$ cat src/rtl/mrav_bus_arbiter.sv
// Round-robin arbiter sharing the mrav decoder's single core-side port between N requesters.
// Optional per-transaction watchdog is enabled with `define MRAV_ARB_TIMEOUT_EN.
module mrav_bus_arbiter #(
  parameter int N_MASTERS       = 2,
  parameter int TIMEOUT_CYCLES  = 255,
  parameter int MRAV_ADDR_WIDTH = 32,
  parameter int MRAV_DATA_WIDTH = 32
) (
  input  logic                                 clk,
  input  logic                                 rst_n,
  input  logic [N_MASTERS-1:0]                 m_read,
  input  logic [N_MASTERS-1:0]                 m_write,
  input  logic [N_MASTERS*MRAV_ADDR_WIDTH-1:0] m_addr,
  input  logic [N_MASTERS*MRAV_DATA_WIDTH-1:0] m_data_out,
  output logic [MRAV_DATA_WIDTH-1:0]           m_data_in,
  output logic [N_MASTERS-1:0]                 m_read_done,
  output logic [N_MASTERS-1:0]                 m_write_done,
  output logic [N_MASTERS-1:0]                 m_error,
  output logic                                 core_read,
  output logic                                 core_write,
  output logic [MRAV_ADDR_WIDTH-1:0]           mrav_addr,
  output logic [MRAV_DATA_WIDTH-1:0]           mrav_data_out,
  input  logic [MRAV_DATA_WIDTH-1:0]           mrav_data_in,
  input  logic                                 mrav_read_done,
  input  logic                                 mrav_write_done,
  output logic [N_MASTERS-1:0]                 grant,
  output logic                                 busy
);

  localparam int IDX_W = (N_MASTERS > 1) ? $clog2(N_MASTERS) : 1;

  if (N_MASTERS < 2 || N_MASTERS > 8 || TIMEOUT_CYCLES < 1) begin : g_param_check
    $error("mrav_bus_arbiter: N_MASTERS must be 2..8 and TIMEOUT_CYCLES >= 1");
  end

  typedef enum logic {
    S_IDLE = 1'b0,
    S_BUSY = 1'b1
  } state_t;

  state_t               state;
  logic [IDX_W-1:0]     gidx;
  logic [IDX_W-1:0]     last_grant;
  logic [N_MASTERS-1:0] req;
  logic [IDX_W-1:0]     pick;

  logic in_busy;
  logic g_read;
  logic g_write;
  logic g_req;
  logic raw_read;
  logic raw_write;
  logic done_raw;
  logic abort;
  logic timeout_hit;
  logic txn_end;

  // Scan last+1, last+2, ... and keep the closest requester; last itself has lowest priority.
  function automatic logic [IDX_W-1:0] rr_pick(input logic [IDX_W-1:0] last,
                                               input logic [N_MASTERS-1:0] r);
    int                   idx;
    logic [N_MASTERS-1:0] sh;
    rr_pick = last;
    for (int k = N_MASTERS; k >= 1; k--) begin
      idx = int'(last) + k;
      if (idx >= N_MASTERS) idx = idx - N_MASTERS;
      sh = r >> idx;
      if (sh[0]) rr_pick = IDX_W'(idx);
    end
  endfunction

  assign req  = m_read | m_write;
  assign pick = rr_pick(last_grant, req);

  assign in_busy = (state == S_BUSY);
  assign busy    = in_busy;

  assign g_read  = m_read[gidx];
  assign g_write = m_write[gidx];
  assign g_req   = req[gidx];

  // Read wins when a master illegally raises both strobes.
  assign raw_read  = in_busy & g_read;
  assign raw_write = in_busy & g_write & ~g_read;

  assign done_raw = (mrav_read_done & raw_read) | (mrav_write_done & raw_write);
  assign abort    = in_busy & ~g_req;

`ifdef MRAV_ARB_TIMEOUT_EN
  localparam int CNT_W = (TIMEOUT_CYCLES > 1) ? $clog2(TIMEOUT_CYCLES) : 1;

  logic [CNT_W-1:0] busy_cnt;

  // busy_cnt is 0 in the first BUSY cycle, so the abort lands on BUSY cycle TIMEOUT_CYCLES.
  always_ff @(posedge clk) begin
    if (!rst_n || state == S_IDLE) begin
      busy_cnt <= '0;
    end else begin
      busy_cnt <= busy_cnt + CNT_W'(1);
    end
  end

  assign timeout_hit = in_busy & g_req & ~done_raw &
                       (busy_cnt == CNT_W'(TIMEOUT_CYCLES - 1));
`else
  assign timeout_hit = 1'b0;
`endif

  assign txn_end = done_raw | abort | timeout_hit;

  // NOTE: sequential state uses non-blocking assignments so every register samples pre-edge values.
  always_ff @(posedge clk) begin
    if (!rst_n) begin
      state      <= S_IDLE;
      grant      <= '0;
      gidx       <= '0;
      last_grant <= IDX_W'(N_MASTERS - 1);
    end else begin
      case (state)
        S_IDLE: begin
          if (|req) begin
            state <= S_BUSY;
            gidx  <= pick;
            grant <= N_MASTERS'(1) << pick;
          end
        end
        S_BUSY: begin
          if (txn_end) begin
            state      <= S_IDLE;
            grant      <= '0;
            last_grant <= gidx;
          end
        end
        default: begin
          state <= S_IDLE;
          grant <= '0;
        end
      endcase
    end
  end

  assign core_read  = raw_read & ~timeout_hit;
  assign core_write = raw_write & ~timeout_hit;

  assign mrav_addr     = in_busy ? m_addr[int'(gidx)*MRAV_ADDR_WIDTH +: MRAV_ADDR_WIDTH]
                                 : '0;
  assign mrav_data_out = in_busy ? m_data_out[int'(gidx)*MRAV_DATA_WIDTH +: MRAV_DATA_WIDTH]
                                 : '0;
  assign m_data_in     = (in_busy & ~timeout_hit) ? mrav_data_in : '0;

  // grant is one-hot on the owner while BUSY and zero in IDLE, so it doubles as the return-path mask.
  assign m_read_done  = {N_MASTERS{mrav_read_done & core_read}} & grant;
  assign m_write_done = {N_MASTERS{mrav_write_done & core_write}} & grant;
  assign m_error      = {N_MASTERS{timeout_hit}} & grant;

endmodule

$ cat config.mk
export PLATFORM = sky130hd
export DESIGN_NAME = mrav_bus_arbiter
export DESIGN_NICKNAME = d
export VERILOG_FILES = /design/src/rtl/mrav_bus_arbiter.sv
export SDC_FILE = /design/constraint.sdc
export NUM_CORES = 1
export LEC_CHECK = 0
export CAP_MARGIN = 10
export CORE_AREA = 2 2 107 109
export DETAILED_ROUTE_END_ITERATION = 16
export DIE_AREA = 0 0 109 111
export HOLD_SLACK_MARGIN = 0.02
export MAX_ROUTING_LAYER = met4
export SYNTH_ARGS = -nofsm -noshare
export SYNTH_HDL_FRONTEND = slang
export SYNTH_SLANG_ARGS = --single-unit
$ cat constraint.sdc
create_clock -name clk -period 2.7 [get_ports clk]
set_input_delay 0.54 -clock clk [delete_from_list [all_inputs] [get_ports clk]]
set_output_delay 0.54 -clock clk [all_outputs]
set_load 0.02 [all_outputs]
==> impl_metrics.yaml, run 1 <==
synth:
  synthTopCellsByArea: "mux2i_1, nor2_1, and2_1"
  synth-simple-area-share_pct: 35.37
  synth_edf_count: 0
  synth_mux_area_share_pct: 42.38
  synth_xor_area_share_pct: 0
  async_reset_ff_share_pct: 0
  yosysWarnings: 0
  synth_top_family_by_area: "multiplexers"
  synth_top_cell_area_share_pct: 42.38
  synthFlopType: "dfxtp_1"
  synth-compound-area-share_pct: 7.335
  synth-adder-area-share_pct: 0
  yosys.cell_types.count: 30
  yosysTopAreaCell: "mux2i_1"
  syn_inst: 225
  ys_seq_area_share_pct: 6.520
  postSynthAreaPerCell_um2: 6.823
  syn_area_mm2: 0.001535
  synth_seq_cells: 5
setup_path:
  path_buf_inv: 2
  start_kind: "input port"
  cp.depth: 5
  cp_max_fo: 5
  worstPathRequired_ns: 2.16
  path_cells: "clkdlybuf4s50_1, mux2i_1, or2_1, nor2_1, dlygate4sd2_1"
  critical_path.endpoint_type: "output pin"
  slowest_delay_ns: 0.55
  critPathArrivalTime_ns: 1.95
  crit_family: "buffers and inverters"
  slowest_stage: "clkdlybuf4s50_1"
  crit_type: "in2out"
  r2r_cells: 4
layout:
  area_delta_synth_final_pct: 192.5
  layout.nets: 657
  drive_gt1_share_pct: 3.893
  n_fill_cell: 1137
  postLayoutCellArea_mm2: 0.004491
  fin_util_pct: 40.54
  n_antenna_cell: 0
die:
  coreArea_mm2: 0.01108
  io_pins: 275
  dieArea_mm2: 0.01210
  rows: 39
  dieHeight_um: 111
  initial_core_util_pct: 13.86
  die_w_um: 109
route:
  wl_met3_um: 799
  ant_nets: 0
  wl_met2_um: 4430
  first_iter_violations: 73
  drt-pass1-iter-count: 4
  avgRoutedWirePerCell_um: 13.60
  wl_met1_um: 3179
  vias: 2518
  top_layer: "met4"
  drc: 0
  totalWireLength_um: 8583
  viasPerCell: 3.990
place:
  dp_hpwl_um: 7169
  place_area_mm2: 0.004413
  port_buffers: 272
  routabilityCongestion: 0.8342
flow_run:
  cap_violations: 0
sta:
  hold_viol_final: 0
  grt_setup_unrepaired: "no"
  setup_viol: 0
  drv_slew: 0
  fmax_ghz: 0.4012
  tns_ns: 0
  finalClockSkew_ns: 0.001248
  min_period_over_period_pct: 92.32
  period_needed_ns: 2.493
  holdWs_ns: 0.5206
hold_path:
  whs_path_depth: 2
  hold_path_class: "reg2reg"
power:
  finalPower_uw: 1216
  cellPowerDensity_mw_per_mm2: 270.7
  p_leak_uw: 0.001631
  ir_drop_mv: 0.1485
clocking:
  cts_buffer_depth: 2
  clk_latency_ns: 0.23
  htreeDepth: 1
  cts.sinks: 5
  clk_pin_slew_worst_paths_ns: 0.03
  holdBufCountCts: 0
  root_buffer: "clkbuf_16"
  cts_tree: "built"
  cts_made_buffers: 3
global_routing:
  grt_antenna_before_repair: 0
  grt_max_degree: 51
  grt_pass1_wl_um: 12390
  grt_pass1_vias: 2524
  grt_overflow: 0
  track_usage_pct: 13.06
outcome:
  status: "finished clean"
cell families (layout without fill, tap and decap cells):
kind of cell,count (synthesis),count (layout)
AOI/OAI and AO/OA,13,13
buffers and inverters,26,288
DFF,5,5
muxes,65,65
other,1,2
and+or+nand+nor,115,115
cells in the final DEF (no fill, tap or decap):
cell	Yosys	layout
dfxtp_1	5	4
nor2_1	72	72
nor3b_2	0	1
o211ai_2	1	1
dfxtp_4	0	1
or2_2	1	1
o221ai_1	1	1
a221oi_1	1	1
a211o_1	1	1
a311oi_2	1	1
mux2i_1	65	65
clkdlybuf4s50_1	0	266
dlygate4sd2_1	0	5
nor4b_1	1	1
or3b_1	1	1
inv_1	5	4
a21oi_1	2	2
or2_1	1	1
inv_2	0	1
buf_12	0	2
clkbuf_1	6	1
o211ai_1	1	1
nand2_1	3	3
clkbuf_16	0	3
buf_4	3	6
nor3_1	1	1
or3_1	1	1
o21a_1	2	2
conb_1	1	2
o21ai_0	2	2
and2_1	32	32
a41oi_2	1	1
and3b_4	1	1
worst register-to-register path, stage by stage (launching register included):
cell      delay (ns)
dfxtp_4         0.44
buf_12          0.31
or3b_1          0.43
a41oi_2         0.29
o221ai_1        0.16
layer usage:
layer | track usage, % | vias to the layer above
met5 | - | -
met4 | 4.444 | 0
met3 | 2.939 | 14
met2 | 24.02 | 127
met1 | 13.35 | 1106
li1 | - | 1271
stage by stage:
step	instances	setup slack [ns]
3_3_place_gp	627	-0.09417
3_5_place_dp	627	-0.1345
5_1_grt	631	0.1504
4_1_cts	631	0.2073
2_1_floorplan	226	0.8169
6_report	631	0.2073
layout make-up:
cell class | instances | area [µm²] | share of cell area (%)
Clock buffer | 4 | 78.83 | 1.755
Inverter | 5 | 18.77 | 0.4179
Multi-Input combinational cell | 195 | 1319 | 29.37
Sequential cell | 5 | 103.9 | 2.313
Tap cell | 143 | 178.9 | 3.984
Timing Repair Buffer | 279 | 2791 | 62.16
report_power, final:
group          switching [µW]  total (µW)  internal, µW
combinational             372         882           510
sequential               10.2        91.0          80.9
clock                    47.0         243           196
total                     429        1220           786
sequential cells by signal, summed over array words and instances (netlist names):
register / cells
busy: 1
gidx: 1
grant: 2
last_grant: 1
synthesized netlist by cell type, drive strengths merged, types with 2 or more instances:
cell type  count
nor2          72
mux2i         65
and2          32
buf           15
clkbuf         6
dfxtp          5
inv            5
nand2          3
a21oi          2
o211ai         2
o21a           2
o21ai          2
or2            2
repair_timing:
item	in CTS	in global routing
buffers inserted	0	0
gates resized for setup	6	0
setup endpoints to repair	5	0
endpoints found under the hold margin	0	0
worst paths after layout:
| path | endpoint | slack (ns) | from |
|---|---|---|---|
| worst max-delay path | m_read_done[1] | 0.21 | m_read[0] |
| worst min-delay path | last_grant$_SDFFE_PN1P_ | 0.52 | last_grant$_SDFFE_PN1P_ |
| worst max register to register | last_grant$_SDFFE_PN1P_ | 0.94 | gidx$_SDFFE_PN0P_ |
| worst min register to register | last_grant$_SDFFE_PN1P_ | 0.52 | last_grant$_SDFFE_PN1P_ |
Power figures use the tool's default switching activity.
==> inputs of run 2 (changes only) <==
CORE_AREA = 2 2 106 108   (was 2 2 107 109)
DIE_AREA = 0 0 108 110   (was 0 0 109 111)
SLEW_MARGIN = 20   (was unset)
clock period = 2.5 ns   (was 2.7 ns; I/O delays follow)
==> run 2 against run 1 <==
Compared with the run above: sequential power grew 5.8%; global-route usage grew 0.80 points; core utilization grew 1.6 points; worst hold slack lost 0.0097 ns; critical endpoint unchanged; largest cell class unchanged; largest power group unchanged; highest routed layer unchanged.
==> impl_metrics.yaml, run 2 (synthesized netlist as in run 1, its figures left out) <==
power:
  p_sw_uw: 452.0
  p_leak_uw: 0.001663
  clkPwrFrac_pct: 11.9
  power_frac_seq_pct: 8.0
  switching_share_pct: 37.43
  cellPowerDensity_mw_per_mm2: 267.7
  power_frac_comb_pct: 80.1
  p_int_uw: 755.5
  ir_drop_mv: 0.1374
die:
  coreArea_mm2: 0.01070
  dieHeight_um: 110
  rows: 38
  io_pins: 275
  die_w_um: 108
  dieArea_mm2: 0.01188
  initial_core_util_pct: 14.35
route:
  avgRoutedWirePerCell_um: 13.94
  drc: 0
  vias: 2528
  drt-pass1-iter-count: 4
  ant_nets: 0
  viasPerCell: 3.981
  first_iter_violations: 99
  totalWireLength_um: 8849
sta:
  hold_viol_final: 0
  min_period_over_period_pct: 95.68
  setup_viol: 0
  grt_setup_unrepaired: "no"
  period_needed_ns: 2.392
  fmax_ghz: 0.4180
  drv_slew: 0
  tns_ns: 0
  finalClockSkew_ns: 0.0006173
  final.setup.worst_slack_ns: 0.1079
global_routing:
  grt_pass1_wl_um: 12630
  grt_max_degree: 39
  grt_pass1_vias: 2499
  grt_antenna_before_repair: 0
  track_usage_pct: 13.85
  grt_overflow: 0
layout:
  layout.nets: 664
  area_delta_synth_final_pct: 193.8
  drive_gt1_share_pct: 5.051
  final_common_cell: "clkdlybuf4s50_1"
  n_antenna_cell: 0
  final_cell_mix: "clkdlybuf4s50_1, nor2_1, mux2i_1"
  largest_reg_flops: 2
  top_register: "grant"
setup_path:
  start_kind: "input port"
  critical_path.endpoint_type: "output pin"
  slowest_delay_ns: 0.54
  critPathArrivalTime_ns: 1.89
  slowest_stage: "clkdlybuf4s50_1"
  cp_max_fo: 3
  path_cells: "clkdlybuf4s50_1, mux2i_1, or2_1, nor2_1, dlygate4sd2_1"
  crit_type: "in2out"
  worstPathRequired_ns: 2.00
outcome:
  status: "finished clean"
place:
  dp_hpwl_um: 7593
  place_ws_ns: -0.2174
  port_buffers: 272
  routabilityCongestion: 0.8155
clocking:
  cts_buffer_depth: 2
  cts_made_buffers: 3
  cts_tree: "built"
  post_cts_buffers: 0
  holdBufCountCts: 0
  root_buffer: "clkbuf_8"
  htreeDepth: 1
  clk_pin_slew_worst_paths_ns: 0.03
  clk_latency_ns: 0.22
  cts.sinks: 5
hold_path:
  hold_path_class: "reg2reg"
flow_run:
  cap_violations: 0
run 2: changes by cell type in the layout (fill, tap and decap cells not counted), sizes merged:
cell,previous run,this run
buf,8,14
dlymetal6s2s,0,1
run 2: critical path, delay by kind of cell:
kind,cells,cell delay [ns]
buffers and inverters,2,0.88
multiplexers,1,0.11
AND/OR/NAND/NOR,2,0.39
run 2: area by class of cell:
class,count,area [µm²]
fill,1091,6187
inverter,5,18.77
tap,140,175.2
timing repair buffer,286,2849
clock buffer,4,45.04
sequential,5,103.9
multi-input combinational,195,1319
run 2: layer usage:
metal / wire length (µm) / vias to the layer above / global-route usage [%]
li1: - / 1288 / -
met4: 98 / 0 / 3.205
met2: 4507 / 138 / 25.07
met1: 3430 / 1096 / 15.56
met5: 0 / - / -
met3: 812 / 6 / 3.175
run 2: power by group through the flow:
| stage | Clock [µW] | Combinational, µW | Sequential (µW) |
|---|---|---|---|
| 5_1_grt | 156 | 1030 | 98.0 |
| 4_1_cts | 149 | 980 | 96.7 |
| 3_5_place_dp | 0 | 975 | 97.4 |
| 3_3_place_gp | 0 | 967 | 97.5 |
| 2_1_floorplan | 0 | 405 | 98.9 |
| 6_report | 144 | 968 | 96.3 |
run 2: what timing repair did:
action / 4_1_cts / 5_1_grt
gates resized for setup: 6 / 1
setup endpoints to repair: 5 / 1
pin swaps: 0 / 0
endpoints found under the hold margin: 0 / 0
run 2: worst paths after layout:
kind	end	slack [ns]	cells past startpoint	startpoint
worst max register to register	last_grant$_SDFFE_PN1P_	0.74	4	gidx$_SDFFE_PN0P_
worst min-delay path	last_grant$_SDFFE_PN1P_	0.51	2	last_grant$_SDFFE_PN1P_
worst max-delay path	m_read_done[1]	0.11	5	m_read[0]
worst min register to register	last_grant$_SDFFE_PN1P_	0.51	2	last_grant$_SDFFE_PN1P_
run 2: stage by stage:
| step | total power, µW | std cells | util, % | hold slack, ns | instance area [µm²] |
|---|---|---|---|---|---|
| 2_1_floorplan | 503.6 | 226 | - | 0.4864 | 1539 |
| 3_3_place_gp | 1065 | 631 | 41.73 | 0.5018 | 4464 |
| 3_5_place_dp | 1072 | 631 | 41.73 | 0.5078 | 4464 |
| 4_1_cts | 1226 | 635 | 42.14 | 0.5133 | 4508 |
| 5_1_grt | 1283 | 635 | 42.16 | 0.5292 | 4511 |
| 6_report | 1207 | 635 | 42.16 | 0.5109 | 4511 |
